<file path="src/rtl/pc_pkg.sv">
// pc_pkg: shared types and constants for the fetch-stage program counter.
//   pc_state_e  - controller state (BOOT / RUN / BUBBLE)
//   redirect_e  - why the PC is being redirected this cycle
//   DEF_*       - default reset and trap vectors
//   is_vectored - true when a redirect jumps to the trap vector
package pc_pkg;

  typedef enum logic [1:0] {
    BOOT   = 2'd0,
    RUN    = 2'd1,
    BUBBLE = 2'd2
  } pc_state_e;

  typedef enum logic [1:0] {
    RD_NONE     = 2'd0,
    RD_BRANCH   = 2'd1,
    RD_TRAP     = 2'd2,
    RD_MISALIGN = 2'd3
  } redirect_e;

  localparam logic [31:0] DEF_RESET_VECTOR = 32'h0000_0000;
  localparam logic [31:0] DEF_TRAP_VECTOR  = 32'h0000_0080;

  // Traps and misaligned branches both land on the trap vector and save epc.
  function automatic logic is_vectored(input redirect_e cause);
    return (cause == RD_TRAP) || (cause == RD_MISALIGN);
  endfunction

endpackage

</file>
<file path="src/rtl/sat_counter.sv">
// sat_counter: W-bit up counter that sticks at all-ones.
//   clk   - clock (falling-edge, matching the fetch stage)
//   rst_n - asynchronous active-low reset to zero
//   srst  - synchronous clear
//   en    - count enable
//   count - registered count value
module sat_counter #(
  parameter int W = 32
) (
  input  logic         clk,
  input  logic         rst_n,
  input  logic         srst,
  input  logic         en,
  output logic [W-1:0] count
);

  logic [W-1:0] count_r;

  // Count register: clear on reset, hold at all-ones once reached.
  always_ff @(negedge clk or negedge rst_n) begin
    if (!rst_n) begin
      count_r <= '0;
    end else if (srst) begin
      count_r <= '0;
    end else if (en && (count_r != {W{1'b1}})) begin
      count_r <= count_r + W'(1);
    end
  end

  assign count = count_r;

endmodule

</file>
<file path="src/rtl/pc_ctrl.sv">
// pc_ctrl: fetch-stage program counter with reset/trap vectors, stall hold,
// branch redirect, trap redirect with epc capture, post-redirect fetch
// bubbles, sticky misaligned-branch flag and a saturating fetch counter.
// All state changes on the falling edge of clk.
//   clk, reset (async, active-low)
//   stall, br_taken, br_target, trap - control inputs
//   PCout       - current fetch address
//   pc_next     - combinational next PC
//   fetch_valid - PCout is a real fetch
//   epc         - PC saved on the last trap / misaligned branch
//   misalign    - sticky misaligned-branch flag
//   fetch_count - saturating count of completed fetches
module pc_ctrl
  import pc_pkg::*;
#(
  parameter int                 WIDTH         = 32,
  parameter logic [WIDTH-1:0]   RESET_VECTOR  = WIDTH'(DEF_RESET_VECTOR),
  parameter logic [WIDTH-1:0]   TRAP_VECTOR   = WIDTH'(DEF_TRAP_VECTOR),
  parameter int                 INC           = 4,
  parameter int                 ALIGN_BITS    = 2,
  parameter int                 BUBBLE_CYCLES = 1,
  parameter int                 CNT_WIDTH     = 32
) (
  input  logic                 clk,
  input  logic                 reset,
  input  logic                 stall,
  input  logic                 br_taken,
  input  logic [WIDTH-1:0]     br_target,
  input  logic                 trap,
  output logic [WIDTH-1:0]     PCout,
  output logic [WIDTH-1:0]     pc_next,
  output logic                 fetch_valid,
  output logic [WIDTH-1:0]     epc,
  output logic                 misalign,
  output logic [CNT_WIDTH-1:0] fetch_count
);

  // Mask form avoids an empty slice when ALIGN_BITS is 0.
  localparam logic [WIDTH-1:0] ALIGN_MASK  = ~({WIDTH{1'b1}} << ALIGN_BITS);
  localparam logic [WIDTH-1:0] INC_W       = WIDTH'(INC);
  localparam logic [3:0]       BUBBLE_LOAD = 4'(BUBBLE_CYCLES);

  pc_state_e        state_r;
  logic [WIDTH-1:0] pc_r;
  logic             valid_r;
  logic [WIDTH-1:0] epc_r;
  logic             misalign_r;
  logic [3:0]       bub_cnt_r;

  redirect_e        cause_s;
  logic [WIDTH-1:0] pc_next_s;
  logic             fetch_en_s;

  // Redirect cause and next-PC mux; priority trap > branch > stall > increment.
  always_comb begin
    cause_s   = RD_NONE;
    pc_next_s = pc_r;
    case (state_r)
      BOOT: begin
        cause_s   = RD_NONE;
        pc_next_s = pc_r;
      end
      RUN: begin
        if (trap) begin
          cause_s   = RD_TRAP;
          pc_next_s = TRAP_VECTOR;
        end else if (br_taken && ((br_target & ALIGN_MASK) != '0)) begin
          cause_s   = RD_MISALIGN;
          pc_next_s = TRAP_VECTOR;
        end else if (br_taken) begin
          cause_s   = RD_BRANCH;
          pc_next_s = br_target;
        end else if (stall) begin
          cause_s   = RD_NONE;
          pc_next_s = pc_r;
        end else begin
          cause_s   = RD_NONE;
          pc_next_s = pc_r + INC_W;
        end
      end
      BUBBLE: begin
        // Branches are already squashed here; only a trap can move the PC.
        if (trap) begin
          cause_s   = RD_TRAP;
          pc_next_s = TRAP_VECTOR;
        end else begin
          cause_s   = RD_NONE;
          pc_next_s = pc_r;
        end
      end
      default: begin
        cause_s   = RD_NONE;
        pc_next_s = pc_r;
      end
    endcase
  end

  // A fetch completes when a valid, unstalled, non-redirected RUN cycle ends.
  always_comb begin
    if (valid_r && !stall && (cause_s == RD_NONE) && (state_r == RUN)) begin
      fetch_en_s = 1'b1;
    end else begin
      fetch_en_s = 1'b0;
    end
  end

  // PC controller state machine with registered outputs.
  always_ff @(negedge clk or negedge reset) begin
    if (!reset) begin
      state_r    <= BOOT;
      pc_r       <= RESET_VECTOR;
      valid_r    <= 1'b0;
      epc_r      <= '0;
      misalign_r <= 1'b0;
      bub_cnt_r  <= 4'd0;
    end else begin
      case (state_r)
        BOOT: begin
          // First fetch happens at the reset vector itself.
          state_r <= RUN;
          valid_r <= 1'b1;
        end
        RUN: begin
          pc_r <= pc_next_s;
          if (cause_s != RD_NONE) begin
            if (is_vectored(cause_s)) begin
              epc_r <= pc_r;
            end
            if (cause_s == RD_MISALIGN) begin
              misalign_r <= 1'b1;
            end
            if (BUBBLE_LOAD != 4'd0) begin
              valid_r   <= 1'b0;
              bub_cnt_r <= BUBBLE_LOAD;
              state_r   <= BUBBLE;
            end else begin
              valid_r <= 1'b1;
            end
          end
        end
        BUBBLE: begin
          pc_r <= pc_next_s;
          if (cause_s == RD_TRAP) begin
            epc_r     <= pc_r;
            bub_cnt_r <= BUBBLE_LOAD;
          end else if (bub_cnt_r == 4'd1) begin
            state_r   <= RUN;
            valid_r   <= 1'b1;
            bub_cnt_r <= 4'd0;
          end else begin
            bub_cnt_r <= bub_cnt_r - 4'd1;
          end
        end
        default: begin
          state_r <= BOOT;
          valid_r <= 1'b0;
        end
      endcase
    end
  end

  sat_counter #(.W(CNT_WIDTH)) u_fetch_cnt (
    .clk   (clk),
    .rst_n (reset),
    .srst  (1'b0),
    .en    (fetch_en_s),
    .count (fetch_count)
  );

  assign PCout       = pc_r;
  assign pc_next     = pc_next_s;
  assign fetch_valid = valid_r;
  assign epc         = epc_r;
  assign misalign    = misalign_r;

endmodule
</file>
<file path="config.mk">
export PLATFORM = sky130hd
export DESIGN_NAME = pc_ctrl
export DESIGN_NICKNAME = d
export VERILOG_FILES = /design/src/rtl/pc_pkg.sv /design/src/rtl/sat_counter.sv /design/src/rtl/pc_ctrl.sv
export SDC_FILE = /design/constraint.sdc
export NUM_CORES = 1
export LEC_CHECK = 0
export BUFFER_PORTS_ARGS = -buffer_cell sky130_fd_sc_hd__buf_4
export CAP_MARGIN = 15
export CORE_MARGIN = 2
export CORE_UTILIZATION = 25
export DETAILED_ROUTE_END_ITERATION = 8
export GPL_TIMING_DRIVEN = 0
export SLEW_MARGIN = 30
export SYNTH_ARGS = -nofsm -noshare
export SYNTH_HDL_FRONTEND = slang
export SYNTH_SLANG_ARGS = --single-unit
</file>
<file path="constraint.sdc">
create_clock -name clk -period 4.3 [get_ports clk]
set_input_delay 0.215 -clock clk [delete_from_list [all_inputs] [get_ports clk]]
set_output_delay 0.215 -clock clk [all_outputs]
set_load 0.02 [all_outputs]
</file>
# Word-level counts from Yosys, hierarchy flattened
# Index checks and enable logic that the tools add are counted.
# Widths: inputs -> output; s select.
[totals] elab_cells=66 out_inout_bits=130 reg_bits=104 input_bits=37
[op_classes] n_reduce_logical=17 add_sub_neg=3 eq_ne=11 muxes=28
[ops] operator="$mux 32" n=8
[ops] operator="$pmux 32 s2" n=2
[ops] operator="$add 32x1->32 const B" n=1
[ops] operator="$add 32x3->32 const B" n=1
[ops] operator="$ne 32x32->1 const B" n=1
[ops] operator="$reduce_bool 32->1" n=1
[ops] operator="$mux 2" n=6
[ops] operator="$mux 4" n=3
[ops] operator="$pmux 4 s2" n=1
[ops] operator="$eq 2x2->1 const B" n=3
[ops] operator="$ne 2x2->1 const B" n=3
[ops] operator="$pmux 2 s3" n=1
[ops] operator="$reduce_and 3->1" n=2
[ops] operator="$logic_and 1x1->1" n=5
[ops] operator="$mux 1" n=5
[ops] operator="$eq 4x1->1 const B" n=1
[ops] operator="$logic_not 2->1" n=2
[ops] operator="$ne 2x1->1 const B" n=2
[ops] operator="$pmux 2 s2" n=1
[ops] operator="$reduce_and 4->1" n=1
[ops] operator="$reduce_bool 2->1" n=2
[ops] operator="$sub 4x1->4 const B" n=1
[ops] operator="$pmux 1 s3" n=1
[ops] operator="$eq 2x1->1 const B" n=1
[ops] operator="4 further kinds" n=4

# Logic depth before layout (Yosys ltp)
[logic_depth] ltp_word=10 depth_mapped=10 mapped_depth_nobuf=7

# By module
# A second synthesis with hierarchy kept.
[unflattened] hier_cells=607 area_unflattened_um2=5766.8
[modules_own_cells] mod="pc_ctrl" seq_area_each_um2=1801.7 area_per_inst_um2=3912.5 n_inst=1 cells_each=409
[modules_own_cells] mod="sat_counter" seq_area_each_um2=800.8 area_per_inst_um2=1854.3 n_inst=1 cells_each=198

==> out/qor.yml <==
run_status:
  status: "finished with violations"
  failed_checks: "setup timing"
min_path:
  hold_end: "bub_cnt_r[3]$_DFFE_NN0P_"
  whs_path_depth: 1
  hp-class: "reg -> reg"
  min_from: "bub_cnt_r[3]$_DFFE_NN0P_"
detailed_routing:
  wl_met3_um: 1240
  wl_met1_um: 8580
  maxUsedRoutingLayer: "met4"
  wire_per_inst_um: 18.4
  viasPerCell: 5.06
  route.antenna.remaining_nets: 0
  dr.pass1.iters: 4
  drtIter0Drc: 252
  vias: 5455
  drt_wl_total_um: 19800
  drc: 0
  wl_met2_um: 9720
setup_path:
  worst-setup-path-type: "reg -> out"
  cp_data_arrival_time_ns: 4.53
  crit_top_cell: "or3_4"
  cp.depth: 9
  slowest_stage: "dfrtn_1"
  critPathLaunchType: "register"
  reg2reg_to: "u_fetch_cnt.count[22]$_DFFE_NN0P_"
  path_buf_inv: 4
  path_cells: "inv_2 > ha_4 > nand2_4 > or3_4 > buf_8 > buf_4 > or3_4 > nand3_2 > buf_6"
  reg2reg_from: "state_r[1]$_DFFE_NN0P_"
  reg2reg_depth: 9
  endpoint_kind: "primary output"
  critPathMaxFanout: 7
  required_ns: 4.09
  crit_family: "simple AND/OR/NAND/NOR gates"
  rrSetupSlack_ns: 1.55
  max_stage_delay_ns: 0.45
sta:
  setup_slack_ns: -0.448
  setup_violations: 32
  fin_tns_setup_ns: -11.11
  worstMarginPinSlew_ns: 0.653
  rsz0062_at_grt: "yes"
  fin_worst_skew_ns: 0.00776
  hold_viol: 0
  drv_slew: 0
  relSlewSlack_pct: 56.1
logic_synthesis:
  synth_top_cell_by_area: "dfrtn_1"
  ys_types: 49
  syn_area_per_cell_um2: 10.0
  synth_ff_type: "dfrtn_1"
  synth_area_leaders: "dfrtn_1 (48%), mux2_2 (7.7%), o21ai_0 (4.7%), xnor2_1 (4.2%), nand4_1 (3.1%)"
  async_reset_ff_share_pct: 100
  synthTopCellsByCount: "dfrtn_1 (104), o21ai_0 (51), nand2_1 (43), mux2_2 (37), nand3_1 (31)"
  syn_area_um2: 5440
  synth_edf_count: 0
  synth_top_area_share_pct: 47.8
  yosysSeqAreaShare_pct: 47.8
  synth.most_common_cell: "dfrtn_1"
  synth-seq-cells: 104
  synth_warnings: 0
  syn_nets: 588
  syn_inst: 543
cells_and_area:
  fin_util_pct: 42.5
  syn_to_final_growth_pct: 65.9
  drive_above_1_share_pct: 53.8
  nNetsFinal: 842
clock_network:
  cts_hold_buf: 0
  h-tree-depth: 3
  cts_tree: "done"
  cts_buffers: 9
  cts_num_sinks: 104
  clk_latency_ns: 0.35
  cts.clk_slew.worst_paths_ns: 0.06
  clock-root-buffer: "clkbuf_16"
  clk_path_buf_depth: 2
die:
  die_h_um: 152
  rows: 53
  die-area_um2: 23000
  io_pins: 167
  die_x_um: 152
  initial_utilization_pct: 25.6
  coreArea_um2: 21200
grt:
  grt_max_degree: 69
  grt_pass1_wl_um: 29100
  grt_pass1_vias: 5196
  antenna_found_initial: 1
  overflow: 0
  gr-usage-all-layers_pct: 16.5
placed_design:
  portBuffers: 164
  dpl.hpwl_um: 13200
  globalplace.congestion: 0.811
power_and_ir_drop:
  ir_drop_mv: 0.228
  p_per_area_nw_per_um2: 450
  p_total_mw: 4.06
  p_leak_nw: 4.22
flow_run:
  drv_cap: 0
worst max path at each step:
| stage | start | end |
|---|---|---|
| 2_1_floorplan | PCout[3]$_DFFE_NN0N_ | pc_next[24] |
| 3_3_place_gp | state_r[0]$_DFFE_NN0P_ | pc_next[17] |
| 3_5_place_dp | state_r[0]$_DFFE_NN0P_ | pc_next[24] |
| 4_1_cts | state_r[0]$_DFFE_NN0P_ | pc_next[31] |
| 5_1_grt | state_r[0]$_DFFE_NN0P_ | pc_next[15] |
| 6_report | state_r[0]$_DFFE_NN0P_ | pc_next[28] |
through the flow:
| stage | hold slack (ns) | setup slack [ns] | cell area, µm² | cells |
|---|---|---|---|---|
| after floorplan | 0.393 | -0.0756 | 5620 | 543 |
| after global placement | 0.428 | -0.724 | 7190 | 982 |
| after detailed placement | 0.432 | -0.714 | 7230 | 983 |
| after CTS | 0.443 | -0.540 | 8560 | 1047 |
| after global routing | 0.452 | -0.531 | 9020 | 1076 |
| final | 0.441 | -0.448 | 9020 | 1077 |
report_power, final:
group,leakage [nW],switching (mW),internal [mW]
Sequential,1.43,0.127,1.12
Clock,0.146,0.404,0.460
Combinational,2.64,1.02,0.923
cells by family after synthesis:
group           synth area share, %
mux                            7.84
fa+ha+maj                      1.84
xor+xnor                       6.12
buf+inv                        2.55
flops                          47.8
simple gates                   19.4
compound gates                 14.4
cell type report:
class	instances	area, µm²
Timing Repair Buffer	247	2100
Buffer	22	249
Antenna cell	1	2.50
Sequential cell	104	2600
Fill cell	2075	12200
Tap cell	275	344
Clock buffer	9	225
Multi-Input combinational cell	405	3390
Clock inverter	6	77.6
Inverter	8	30.0
state kept, by name, summed over array words and instances (netlist names):
name               flops
u_fetch_cnt.count     32
bub_cnt_r              4
PCout                 32
epc                   32
fetch_valid            1
state_r                2
misalign               1
timing repair:
| item | in CTS | in global routing |
|---|---|---|
| endpoints found under the setup margin | 32 | 32 |
| cloned | 5 | 0 |
| pin swaps | 47 | 31 |
| buffers inserted | 47 | 33 |
| resized for setup | 143 | 61 |
cells in the final DEF, fill, tap and decap left out, types with 5 or more instances in the layout:
cell type / Yosys / routed
a21oi_1: 17 / 10
nand3_1: 31 / 25
xor2_1: 12 / 9
a22oi_2: 0 / 10
buf_8: 0 / 5
inv_1: 8 / 6
buf_2: 9 / 7
o311ai_0: 10 / 5
nand2_2: 0 / 5
o21ai_2: 0 / 22
nand2_4: 0 / 6
nand3_2: 1 / 6
clkbuf_16: 0 / 14
buf_6: 0 / 44
nor2_1: 27 / 21
and3_1: 11 / 8
mux2_2: 37 / 37
o21ai_0: 51 / 20
nand2_1: 43 / 32
dfrtn_1: 104 / 104
buf_4: 0 / 199
xnor2_1: 26 / 24
nand4_1: 27 / 27
o21ai_4: 0 / 7
nor3_1: 18 / 14
or3_4: 0 / 5
ha_1: 8 / 5
routing by layer:
metal	vias up	global-route usage [%]
li1	2548	-
met1	2735	22.3
met2	152	27.0
met3	20	3.50
met4	0	4.31
met5	-	0
worst register-to-register path: cells and delay by family (launching register included):
kind / cells / cell delay, ns
AND/OR/NAND/NOR: 3 / 1.08
flip-flops: 1 / 0.43
buffers and inverters: 3 / 0.38
multiplexers: 1 / 0.33
adder cells (fa/ha/maj): 1 / 0.27
AO/OA/AOI/OAI: 1 / 0.11
Note: power is estimated with default switching activity, not from simulation.
